[config.mk]
export PLATFORM = sky130hd
export DESIGN_NAME = mac_accumulator
export DESIGN_NICKNAME = d
export VERILOG_FILES = /design/src/rtl/mac_accumulator.sv
export SDC_FILE = /design/constraint.sdc
export NUM_CORES = 1
export LEC_CHECK = 0
export BUFFER_PORTS_ARGS = -buffer_cell sky130_fd_sc_hd__buf_4
export CAP_MARGIN = 5
export CORE_MARGIN = 10
export CORE_UTILIZATION = 35
export DETAILED_ROUTE_END_ITERATION = 8
export GPL_ROUTABILITY_DRIVEN = 0
export PLACE_DENSITY = 0.54
export SYNTH_ARGS = -nofsm -noshare
export SYNTH_HDL_FRONTEND = slang
export SYNTH_SLANG_ARGS = --single-unit
[constraint.sdc]
create_clock -name clk -period 4.3 [get_ports clk]
set_input_delay 0.86 -clock clk [delete_from_list [all_inputs] [get_ports clk]]
set_output_delay 0.86 -clock clk [all_outputs]
set_load 0.005 [all_outputs]
[src/rtl/mac_accumulator.sv]
// Streaming signed fixed-point accumulator: sums one vector of products in a
// guard-bit-extended register and emits a saturated, optionally ReLU'd result.
module mac_accumulator #(
    parameter int unsigned NBITS = 8,
    parameter int unsigned DBITS = 4,
    parameter int unsigned GBITS = 4
) (
    input  logic             clk,
    input  logic             rst,
    input  logic             in_val,
    output logic             in_rdy,
    input  logic [NBITS-1:0] in_prod,
    input  logic             in_last,
    input  logic             relu_en,
    output logic             out_val,
    input  logic             out_rdy,
    output logic [NBITS-1:0] out_acc,
    output logic             out_sat
);

    localparam int unsigned ABITS = NBITS + GBITS;

    // Representable NBITS range, expressed at accumulator width for comparison
    localparam logic signed [ABITS-1:0] SUM_MAX = {{(GBITS + 1){1'b0}}, {(NBITS - 1){1'b1}}};
    localparam logic signed [ABITS-1:0] SUM_MIN = {{(GBITS + 1){1'b1}}, {(NBITS - 1){1'b0}}};
    localparam logic [NBITS-1:0]        RES_MAX = {1'b0, {(NBITS - 1){1'b1}}};
    localparam logic [NBITS-1:0]        RES_MIN = {1'b1, {(NBITS - 1){1'b0}}};

    // Fractional bits only document the format; accumulation is format-preserving
    if (DBITS >= NBITS || GBITS == 0) begin : g_param_check
        $error("mac_accumulator: need DBITS < NBITS and GBITS > 0");
    end

    typedef enum logic {
        ST_ACC  = 1'b0,
        ST_DONE = 1'b1
    } state_e;

    state_e                  state_q, state_d;
    logic signed [ABITS-1:0] acc_q, acc_d;
    logic [NBITS-1:0]        out_acc_q, out_acc_d;
    logic                    out_sat_q, out_sat_d;

    logic signed [ABITS-1:0] prod_ext;
    logic signed [ABITS-1:0] sum;
    logic [NBITS-1:0]        sat_val;
    logic                    sat_flag;
    logic [NBITS-1:0]        relu_val;
    logic                    in_hs;

    assign in_rdy  = (state_q == ST_ACC);
    assign out_val = (state_q == ST_DONE);
    assign out_acc = out_acc_q;
    assign out_sat = out_sat_q;

    assign in_hs    = in_val && in_rdy;
    assign prod_ext = {{GBITS{in_prod[NBITS-1]}}, in_prod};
    assign sum      = acc_q + prod_ext;

    // Clip the guard-extended sum back to NBITS
    always_comb begin
        sat_val  = sum[NBITS-1:0];
        sat_flag = 1'b0;
        if (sum > SUM_MAX) begin
            sat_val  = RES_MAX;
            sat_flag = 1'b1;
        end else if (sum < SUM_MIN) begin
            sat_val  = RES_MIN;
            sat_flag = 1'b1;
        end
    end

    // ReLU follows saturation and does not alter the saturation flag
    assign relu_val = (relu_en && sat_val[NBITS-1]) ? '0 : sat_val;

    always_comb begin
        state_d   = state_q;
        acc_d     = acc_q;
        out_acc_d = out_acc_q;
        out_sat_d = out_sat_q;
        case (state_q)
            ST_ACC: begin
                if (in_hs) begin
                    if (in_last) begin
                        out_acc_d = relu_val;
                        out_sat_d = sat_flag;
                        acc_d     = '0;
                        state_d   = ST_DONE;
                    end else begin
                        acc_d = sum;
                    end
                end
            end
            ST_DONE: begin
                if (out_rdy) begin
                    state_d = ST_ACC;
                end
            end
        endcase
    end

    always_ff @(posedge clk or posedge rst) begin
        if (rst) begin
            state_q   <= ST_ACC;
            acc_q     <= '0;
            out_acc_q <= '0;
            out_sat_q <= 1'b0;
        end else begin
            state_q   <= state_d;
            acc_q     <= acc_d;
            out_acc_q <= out_acc_d;
            out_sat_q <= out_sat_d;
        end
    end

endmodule
==> metrics <==
EDFF count, synth 0; H-tree levels 1; Overall Power approximately 1.1 mW; CP cell instances buf_4, ha_1, fa_1, a21oi_1, o22ai_2, a31oi_1, xor2_1, o2111ai_1, nand2_2, o311ai_1; vias in the first global route 1252; top-count cell post-synth dfrtp_1; Cell Pwr Density 666 mW/mm^2; dpl cells about 220; Peak supply drop 0.000279 V; hold slack final 0.484 ns; DP HPWL 2810 um; CTS tree yes; post-synthesis async set-or-reset flop share 100%; Root Buffer Master clkbuf_8; Die H 84.0 um; drt wl/cell 16.2 um; Post-CTS Hold Buffers 0; Mapped Nets 172; max_slew headroom 40.9%; critical path type input port to flop; Finished Core Util a little over two fifths; FF-to-FF setup slack 1.69 ns; Tightest Pin Transition 0.886 ns; Num Clock Sinks 22; Synth Area per Inst 9.82 um^2; Non-Filler Cell Area, Final around 0.0017 mm^2; FF+latch count, synth 22; setup TNS 0 ns; Critical Path AT around 3.0 ns; met2 Usage GRT 17.1%; Worst Hold Depth 2; synth cell count leaders dfrtp_1 (22), nand2_1 (18), ha_1 (11), a21oi_1 (10); synth warn 0; Final Critical Period 2.92 ns; Setup Buffers After CTS 0; met3 usage in global routing 2.73%; cell area after synthesis 0.00143 mm^2; Post-synth top flop dfrtp_1; fin worst setup slack 1.38 ns; CTS Buf Count 3; ranking of synthesized cells by area dfrtp_1 (38%), ha_1 (9.6%), nand2_1 (4.7%); Initial Utilization 36.1%; share of the synthesized area in the top cell type 38.4%; synthesis-to-layout area growth 19.9%; ANT nets after route 0; number of I/O port buffers 24; DR iter-0 viols 71; Site Rows 23; f_max 0.342 GHz; Pins Over Slew Limit 0; final net count 198; Fin Clk Skew 0.00325 ns; Startpoint Class input port; outcome finished clean; DRT Pass-1 Iters 4; die area 0.00706 mm^2; Core Area 0.00397 mm^2; GRT Util Overall around a tenth; max incr delay on CP a little over 0.4 ns; final wirelength 3580 um; Finish-stage setup viols 0; met1 GRT Util 12.5%; initial antenna violation count 0; Yosys top cell by area dfrtp_1; Worst Hold Class flop to flop; register area share after synthesis between 30% and 40%; pin count of the biggest net entering global routing 23; Worst Setup End Kind flop; RSZ-0062 raised after global routing no; CTS clk-pin slew, worst paths 0.08 ns; n_diodes 0; Worst EP required 4.41 ns; post-CTS sizing 0; critical path's slowest cell fa_1; synthesized instance count approximately 150; max cap viols 0; layout cells sized above 1 between 20 and 25%; DP Worst Slack 1.08 ns; Leak 0.842 nW; clk_lat worst skew 0.26 ns; Post-DP Area 0.00166 mm^2; via/cell ratio 5.52; I/O pins 25; first-pass GRT wire length 6080 um; most crowded layer after global routing met2; Clock Path Buffers 2; non-filler instance count after layout 221; DRC 0; GRT overflow 0; final count of hold timing violations 0; R2R depth 9; vias post-DR 1219; worst-path fanout max 8; Final period util between 60% and 70%; synth unique cells 40; die width 84.0 um
## path summary, 6_finish.rpt
kind | start | endpoint
min in group asynchronous | rst | out_val
worst max-delay path | in_prod[0] | out_sat
max in group asynchronous | rst | acc_q[8]
worst min-delay path | out_acc[7] | out_acc[7]
worst max register to register | acc_q[0] | out_sat
worst min register to register | out_acc[7] | out_acc[7]
## cell type report
type	instances	area [um^2]
Fill cell	387	2250
Multi-Input combinational cell	115	848
Sequential cell	22	551
Timing Repair Buffer	24	180
Tap cell	50	62.6
Clock buffer	4	55.1
Inverter	6	22.5
## layout by cell type (no fill, tap or decap), types with 4 or more instances in the layout
cell type  instances
ha_1              11
nand2_1           18
a21o_1             5
nand3_1            6
a22o_1             5
o21ai_0            6
inv_1              6
a21oi_1           10
o211ai_1           4
a22oi_1            5
dfrtp_1           22
buf_4             24
xor2_1             4
clkbuf_8           4
## worst max-delay path: cells and delay by family
family,cells,cell delay [ns]
xor+xnor,1,0.35
fa+ha+maj,2,0.63
simple gates,1,0.19
buf+inv,1,0.11
compound gates,5,0.90
## cells by family (layout without fill, tap and decap cells)
kind of cell             Yosys count  in the layout  synth area share [%]
flip-flops                        22             22                  38.4
XOR/XNOR                           8              8                  5.41
AND/OR/NAND/NOR                   42             42                  15.3
AO/OA/AOI/OAI                     53             53                  27.5
adder cells (fa/ha/maj)           12             12                  11.0
buffers and inverters              9             34                  2.44
## state kept, by name (all words and copies together), names as in the netlist
signal   count
acc_q       12
out_acc      8
out_sat      1
out_val      1
## power breakdown
group / internal (mW) / total [mW] / switching (mW)
combinational: 0.287 / 0.650 / 0.363
clock: 0.0815 / 0.149 / 0.0673
sequential: 0.290 / 0.345 / 0.0552
## per-layer routing
layer,vias to the layer above,part of all wire [%]
met5,-,0
met4,0,0.53
li1,604,-
met3,2,5.0
met2,24,50
met1,589,45
Power figures use the tool's default switching activity.
